===== config.mk =====
export PLATFORM = sky130hd
export DESIGN_NAME = control32_mc
export DESIGN_NICKNAME = d
export VERILOG_FILES = /design/src/rtl/control32_pkg.sv /design/src/rtl/control32_dec.sv /design/src/rtl/control32_mc.sv
export SDC_FILE = /design/constraint.sdc
export NUM_CORES = 1
export LEC_CHECK = 0
export ABC_CLOCK_PERIOD_IN_PS = 2300
export BUFFER_PORTS_ARGS = -buffer_cell sky130_fd_sc_hd__buf_2
export CAP_MARGIN = 0
export CORE_ASPECT_RATIO = 1.25
export CORE_UTILIZATION = 48
export DETAILED_ROUTE_END_ITERATION = 6
export PLACE_DENSITY = 0.78
export RECOVER_POWER = 50
export SLEW_MARGIN = 0
export SYNTH_ARGS = -nofsm -noshare
export SYNTH_HDL_FRONTEND = slang
export SYNTH_SLANG_ARGS = --single-unit

===== constraint.sdc =====
create_clock -name clock -period 2.3 [get_ports clock]
set_clock_uncertainty 0.15 [all_clocks]
set_input_delay 0.46 -clock clock [delete_from_list [all_inputs] [get_ports clock]]
set_output_delay 0.46 -clock clock [all_outputs]
set_load 0.02 [all_outputs]

===== src/rtl/control32_pkg.sv =====
// Shared encodings for the multi-cycle MIPS32 control unit and its decode table.
package control32_pkg;

    localparam int unsigned ST_W = 3;

    localparam logic [ST_W-1:0] ST_IF  = 3'd0;
    localparam logic [ST_W-1:0] ST_ID  = 3'd1;
    localparam logic [ST_W-1:0] ST_EX  = 3'd2;
    localparam logic [ST_W-1:0] ST_MEM = 3'd3;
    localparam logic [ST_W-1:0] ST_WB  = 3'd4;

    localparam logic [5:0] OP_RTYPE = 6'h00;
    localparam logic [5:0] OP_J     = 6'h02;
    localparam logic [5:0] OP_JAL   = 6'h03;
    localparam logic [5:0] OP_BEQ   = 6'h04;
    localparam logic [5:0] OP_BNE   = 6'h05;
    localparam logic [5:0] OP_LW    = 6'h23;
    localparam logic [5:0] OP_SW    = 6'h2B;
    localparam logic [5:0] FN_JR    = 6'h08;

    localparam logic [1:0] ALUOP_MEM = 2'b00;
    localparam logic [1:0] ALUOP_BR  = 2'b01;
    localparam logic [1:0] ALUOP_RI  = 2'b10;

    typedef struct packed {
        logic       reg_dst;
        logic       mem_to_reg;
        logic       alu_src;
        logic       jr;
        logic       jmp;
        logic       jal;
        logic       branch;
        logic       nbranch;
        logic       sftmd;
        logic       i_format;
        logic       lw;
        logic       sw;
        logic [1:0] alu_op;
        logic       supported;
    } dec_t;

endpackage


===== src/rtl/control32_dec.sv =====
// Single-cycle MIPS32 decode table: opcode/funct to control levels, purely combinational.
module control32_dec
    import control32_pkg::*;
#(
    parameter int unsigned OPW = 6,
    parameter int unsigned FNW = 6
) (
    input  logic [OPW-1:0] i_op,
    input  logic [FNW-1:0] i_fn,
    output dec_t           o_dec_c
);

    logic w_r;
    logic w_i;
    logic w_lw;
    logic w_sw;
    logic w_jmp;
    logic w_jal;
    logic w_beq;
    logic w_bne;

    assign w_r   = (i_op == OPW'(OP_RTYPE));
    assign w_i   = (i_op[OPW-1 -: 3] == 3'b001);
    assign w_lw  = (i_op == OPW'(OP_LW));
    assign w_sw  = (i_op == OPW'(OP_SW));
    assign w_jmp = (i_op == OPW'(OP_J));
    assign w_jal = (i_op == OPW'(OP_JAL));
    assign w_beq = (i_op == OPW'(OP_BEQ));
    assign w_bne = (i_op == OPW'(OP_BNE));

    always_comb begin
        o_dec_c            = '0;
        o_dec_c.reg_dst    = w_r;
        o_dec_c.mem_to_reg = w_lw;
        o_dec_c.alu_src    = w_i | w_lw | w_sw;
        o_dec_c.jr         = w_r & (i_fn == FNW'(FN_JR));
        o_dec_c.jmp        = w_jmp;
        o_dec_c.jal        = w_jal;
        o_dec_c.branch     = w_beq;
        o_dec_c.nbranch    = w_bne;
        o_dec_c.sftmd      = w_r & (i_fn[FNW-1 -: 3] == 3'b000);
        o_dec_c.i_format   = w_i;
        o_dec_c.lw         = w_lw;
        o_dec_c.sw         = w_sw;
        o_dec_c.supported  = w_r | w_i | w_lw | w_sw | w_jmp | w_jal | w_beq | w_bne;
        if (w_beq | w_bne) begin
            o_dec_c.alu_op = ALUOP_BR;
        end else if (w_r | w_i) begin
            o_dec_c.alu_op = ALUOP_RI;
        end else begin
            o_dec_c.alu_op = ALUOP_MEM;
        end
    end

endmodule


===== src/rtl/control32_mc.sv =====
// Multi-cycle MIPS32 control: IF/ID/EX/MEM/WB sequencer with memory handshake,
// stall hold, instruction latch and retired-instruction counter.
module control32_mc
    import control32_pkg::*;
#(
    parameter int unsigned OPW           = 6,
    parameter int unsigned FNW           = 6,
    parameter int unsigned CNT_W         = 32,
    parameter int unsigned MEM_HANDSHAKE = 1
) (
    input  logic             clock,
    input  logic             reset_n,
    input  logic [OPW-1:0]   Opcode,
    input  logic [FNW-1:0]   Function_opcode,
    input  logic             mem_ready,
    input  logic             stall,
    output logic [2:0]       state,
    output logic             IRWrite,
    output logic             PCWrite,
    output logic             MemRead,
    output logic             MemWrite,
    output logic             RegWrite,
    output logic             RegDST,
    output logic             MemtoReg,
    output logic             ALUSrc,
    output logic             Jr,
    output logic             Jmp,
    output logic             Jal,
    output logic             Branch,
    output logic             nBranch,
    output logic             Sftmd,
    output logic             I_format,
    output logic [1:0]       ALUOp,
    output logic             instr_done,
    output logic [CNT_W-1:0] instr_count
);

    logic [ST_W-1:0]  r_state;
    logic [ST_W-1:0]  w_next;
    logic [OPW-1:0]   r_op;
    logic [FNW-1:0]   r_fn;
    logic             r_done;
    logic [CNT_W-1:0] r_count;

    dec_t w_dec;
    logic w_ready;
    logic w_active;
    logic w_jump;
    logic w_retire;
    logic w_irwrite;
    logic w_pcwrite;
    logic w_memread;
    logic w_memwrite;
    logic w_regwrite;

    control32_dec #(
        .OPW (OPW),
        .FNW (FNW)
    ) u_dec (
        .i_op    (r_op),
        .i_fn    (r_fn),
        .o_dec_c (w_dec)
    );

    // Fixed one-cycle memory when the handshake is not used.
    assign w_ready  = (MEM_HANDSHAKE != 0) ? mem_ready : 1'b1;
    assign w_active = (r_state != ST_IF);
    assign w_jump   = w_dec.jr | w_dec.jmp | w_dec.jal | w_dec.branch | w_dec.nbranch;

    // Next state and per-state strobes; stall freezes the state and kills write strobes.
    always_comb begin
        w_next     = r_state;
        w_irwrite  = 1'b0;
        w_pcwrite  = 1'b0;
        w_memread  = 1'b0;
        w_memwrite = 1'b0;
        w_regwrite = 1'b0;
        case (r_state)
            ST_IF: begin
                w_memread = 1'b1;
                if (w_ready && !stall) begin
                    w_irwrite = 1'b1;
                    w_next    = ST_ID;
                end
            end
            ST_ID: begin
                if (!stall) begin
                    w_next = w_dec.supported ? ST_EX : ST_IF;
                end
            end
            ST_EX: begin
                w_pcwrite = w_jump & ~stall;
                if (!stall) begin
                    if (w_dec.jal) begin
                        w_next = ST_WB;
                    end else if (w_jump) begin
                        w_next = ST_IF;
                    end else if (w_dec.lw || w_dec.sw) begin
                        w_next = ST_MEM;
                    end else begin
                        w_next = ST_WB;
                    end
                end
            end
            ST_MEM: begin
                w_memread  = w_dec.lw;
                w_memwrite = ~w_dec.lw & ~stall;
                if (w_ready && !stall) begin
                    w_next = w_dec.lw ? ST_WB : ST_IF;
                end
            end
            ST_WB: begin
                w_regwrite = ~stall;
                if (!stall) begin
                    w_next = ST_IF;
                end
            end
            default: begin
                w_next = ST_IF;
            end
        endcase
    end

    // Retirement is any return to IF from a legal in-flight state.
    assign w_retire = (r_state == ST_ID || r_state == ST_EX || r_state == ST_MEM ||
                       r_state == ST_WB) && (w_next == ST_IF);

    always_ff @(posedge clock or negedge reset_n) begin
        if (!reset_n) begin
            r_state <= ST_IF;
            r_op    <= '0;
            r_fn    <= '0;
            r_done  <= 1'b0;
            r_count <= '0;
        end else begin
            r_state <= w_next;
            r_done  <= w_retire;
            if (w_irwrite) begin
                r_op <= Opcode;
                r_fn <= Function_opcode;
            end
            if (w_retire) begin
                r_count <= r_count + CNT_W'(1);
            end
        end
    end

    assign state       = r_state;
    assign IRWrite     = w_irwrite;
    assign PCWrite     = w_pcwrite;
    assign MemRead     = w_memread;
    assign MemWrite    = w_memwrite;
    assign RegWrite    = w_regwrite;
    assign RegDST      = w_active & w_dec.reg_dst;
    assign MemtoReg    = w_active & w_dec.mem_to_reg;
    assign ALUSrc      = w_active & w_dec.alu_src;
    assign Jr          = w_active & w_dec.jr;
    assign Jmp         = w_active & w_dec.jmp;
    assign Jal         = w_active & w_dec.jal;
    assign Branch      = w_active & w_dec.branch;
    assign nBranch     = w_active & w_dec.nbranch;
    assign Sftmd       = w_active & w_dec.sftmd;
    assign I_format    = w_active & w_dec.i_format;
    assign ALUOp       = w_active ? w_dec.alu_op : 2'b00;
    assign instr_done  = r_done;
    assign instr_count = r_count;

endmodule

==> impl_metrics.toml <==
[place]
hpwl_um = 4770
place.gp.congestion = 0.855
io_buffers = 68

[synth]
synth.net_count = 294
synth_top_flop_cell = "dfrtp_1"
synth_cell_types = 50
netlist_area_um2 = 2650
yosys_warnings = 0
ys_ff_latch = 48
synth-edff-count = 0
async_flop_share_pct = 100
yosysSeqAreaShare_pct = 45.4
synthCells = 277
avgSynthCellArea_um2 = 9.55

[route]
viasPerCell = 5.76
dr.pass1.iters = 5
routed_wl_um = 8230
drt-wirelength-per-cell_um = 17.7
drtIter0Drc = 107
antenna_left = 0
vias = 2673
drc = 0

[hold_path]
min_path_type = "input port to flip-flop"
hp-start = "Opcode[1]"

[timing]
finalHoldViolCount = 0
setup_viol = 36
relSlewSlack_pct = 13.6
hold_slack_ns = 0.198
slew_violations = 0
worst_slack_ns = -0.235
max_freq_ghz = 0.394
rsz0062_at_grt = "true"
final.min_clock_period_ns = 2.54
tightestPinTransition_ns = 1.30
period_share_pct = 110

[global_route]
grt_pass1_wl_um = 11800
gr-usage-met1_pct = 30.5
use_met3_pct = 4.84
use_met2_pct = 49.2
grt_usage_pct = 27.4
grt_pass1_vias = 2577
grt_max_degree = 26
grt-busiest-layer = "met2"
grt_overflow = 0
antenna_found_initial = 0

[critical_path]
slowest_delay_ns = 0.56
path_cells = "or4b_4 > o41ai_4 > a211o_4 > nand4_4 > buf_8 > clkinv_8 > buf_12 > nand4_1 > xnor2_1"
criticalPathCategory = "flip-flop to flip-flop"
worstPathArrival_ns = 2.58
r2r-start = "r_fn[1]"
startpoint_type = "flip-flop"
crit_required_ns = 2.35
path_max_fanout = 7
slowest_stage = "or4b_4"
startpoint = "r_fn[1]"
crit_path_end_kind = "flip-flop"

[floorplanning]
rows = 29
die_height_um = 85.0
io_pins = 69
die_area_um2 = 5810
die_w_um = 68.4
start_util_pct = 51.0
core_area_um2 = 5190

[layout]
area_growth_pct = 53.3
layout.nets = 418
drive_gt1_share_pct = 47.8
mostFrequentLayoutCells = "52 x buf_2, 49 x nand2_1, 47 x dfrtp_1"
layout_commonest_cell = "buf_2"
final_util_pct = 78.1
diodes = 0

[cts]
clk_pin_slew_worst_paths_ns = 0.09
clock-root-buffer = "clkbuf_8"
cts_max_path_buffers = 2
h-tree-depth = 2
hold_buffers = 0
cts_buffers = 5
cts_tree = "done"
worstSkewPairLatency_ns = 0.30
cts_sinks = 48

[run_status]
status = "finished, violations left"
violations = "setup timing"

[power]
power.leakage_nw = 1.98
p_per_area_nw_per_um2 = 1230
ir_drop_uv = 869

[run]
drv_cap = 0
worst paths after layout:
path                                   endpoint  slack, ns  cells past startpoint
worst max-delay path             instr_count[3]      -0.24                      9
worst min-delay path                    r_op[1]       0.20                      3
worst max register to register   instr_count[3]      -0.24                      9
worst min register to register  instr_count[28]       0.35                      1
max in group asynchronous              state[0]       0.42                      2
min in group asynchronous       instr_count[14]       0.27                      1
layer usage:
| metal | up-vias | part of all wire, % | routed length, um |
|---|---|---|---|
| met5 | - | 0 | 0 |
| met4 | 0 | 2.1 | 176 |
| met3 | 20 | 4.2 | 348 |
| met2 | 114 | 55 | 4550 |
| met1 | 1334 | 38 | 3150 |
| li1 | 1205 | - | - |
Yosys cell counts (all sizes together), types with 2 or more instances:
| cell | number | share of area (%) |
|---|---|---|
| xnor2 | 24 | 8.2 |
| xor2 | 7 | 2.3 |
| nor2b | 4 | 0.95 |
| nand3 | 12 | 2.3 |
| nor3b | 5 | 1.4 |
| buf | 9 | 2.7 |
| clkbuf | 4 | 0.57 |
| a211o | 2 | 0.99 |
| nand2 | 57 | 8.1 |
| and4 | 4 | 1.3 |
| and3 | 7 | 1.7 |
| nor4 | 6 | 1.4 |
| and2 | 6 | 1.4 |
| dfrtp | 48 | 45 |
| inv | 9 | 1.3 |
| or2 | 2 | 0.47 |
| a21oi | 3 | 0.57 |
| and3b | 2 | 0.71 |
| a2111oi | 2 | 1.4 |
| nand2b | 3 | 0.71 |
| nor2 | 17 | 2.4 |
| nor3 | 8 | 1.5 |
| nand4 | 18 | 4.8 |
state kept, by name, summed over array words and instances, names as in the netlist:
name,cells
r_op,6
instr_count,32
r_fn,6
state,3
instr_done,1
through the flow:
step	cell area (um^2)	std cells	power, mW	setup TNS, ns	worst slack [ns]
6_report	4050	464	4.98	-2.89	-0.235
5_1_grt	4050	464	5.22	-6.28	-0.306
4_1_cts	3800	455	4.44	-1.63	-0.240
3_5_place_dp	3280	425	3.10	-1.86	-0.137
3_3_place_gp	3280	425	3.05	-0.913	-0.0969
2_1_floorplan	2700	277	2.43	-0.343	-0.163
layout make-up:
cell class / instances / area [um^2]
inverter: 9 / 46.3
tap: 62 / 77.6
timing repair buffer: 131 / 967
fill: 294 / 1130
sequential: 48 / 1200
multi-input combinational: 206 / 1630
clock buffer: 7 / 96.3
clock inverter: 1 / 30.0
report_power, final:
group | switching [mW] | internal [mW]
registers | 0.218 | 1.03
clock network | 0.276 | 0.384
logic | 1.54 | 1.53
worst max-delay path: cells and delay by family (launching register included):
family                 cells  cell delay [ns]
AO/OA/AOI/OAI              2             0.48
buffers and inverters      3             0.34
flip-flops                 1             0.40
XOR/XNOR                   1             0.27
AND/OR/NAND/NOR            3             0.79
logic make-up (layout without fill, tap and decap cells):
logic type               after synthesis  after routing  share of synthesized area (%)
adder cells (fa/ha/maj)                1              1                          0.473
buffers and inverters                 23            148                           5.01
XOR/XNOR                              31             31                           10.5
AO/OA/AOI/OAI                         17             17                           7.05
flip-flops                            48             48                           45.4
AND/OR/NAND/NOR                      156            156                           31.1
multiplexers                           1              1                          0.378
what timing repair did:
| action | CTS | global route |
|---|---|---|
| setup buffers | 21 | 12 |
| resized for setup | 44 | 53 |
| cloned | 1 | 0 |
| hold endpoints to repair | 0 | 0 |
| setup endpoints to repair | 34 | 40 |
| pin swaps | 31 | 25 |
(Power assumes the default switching activity.)
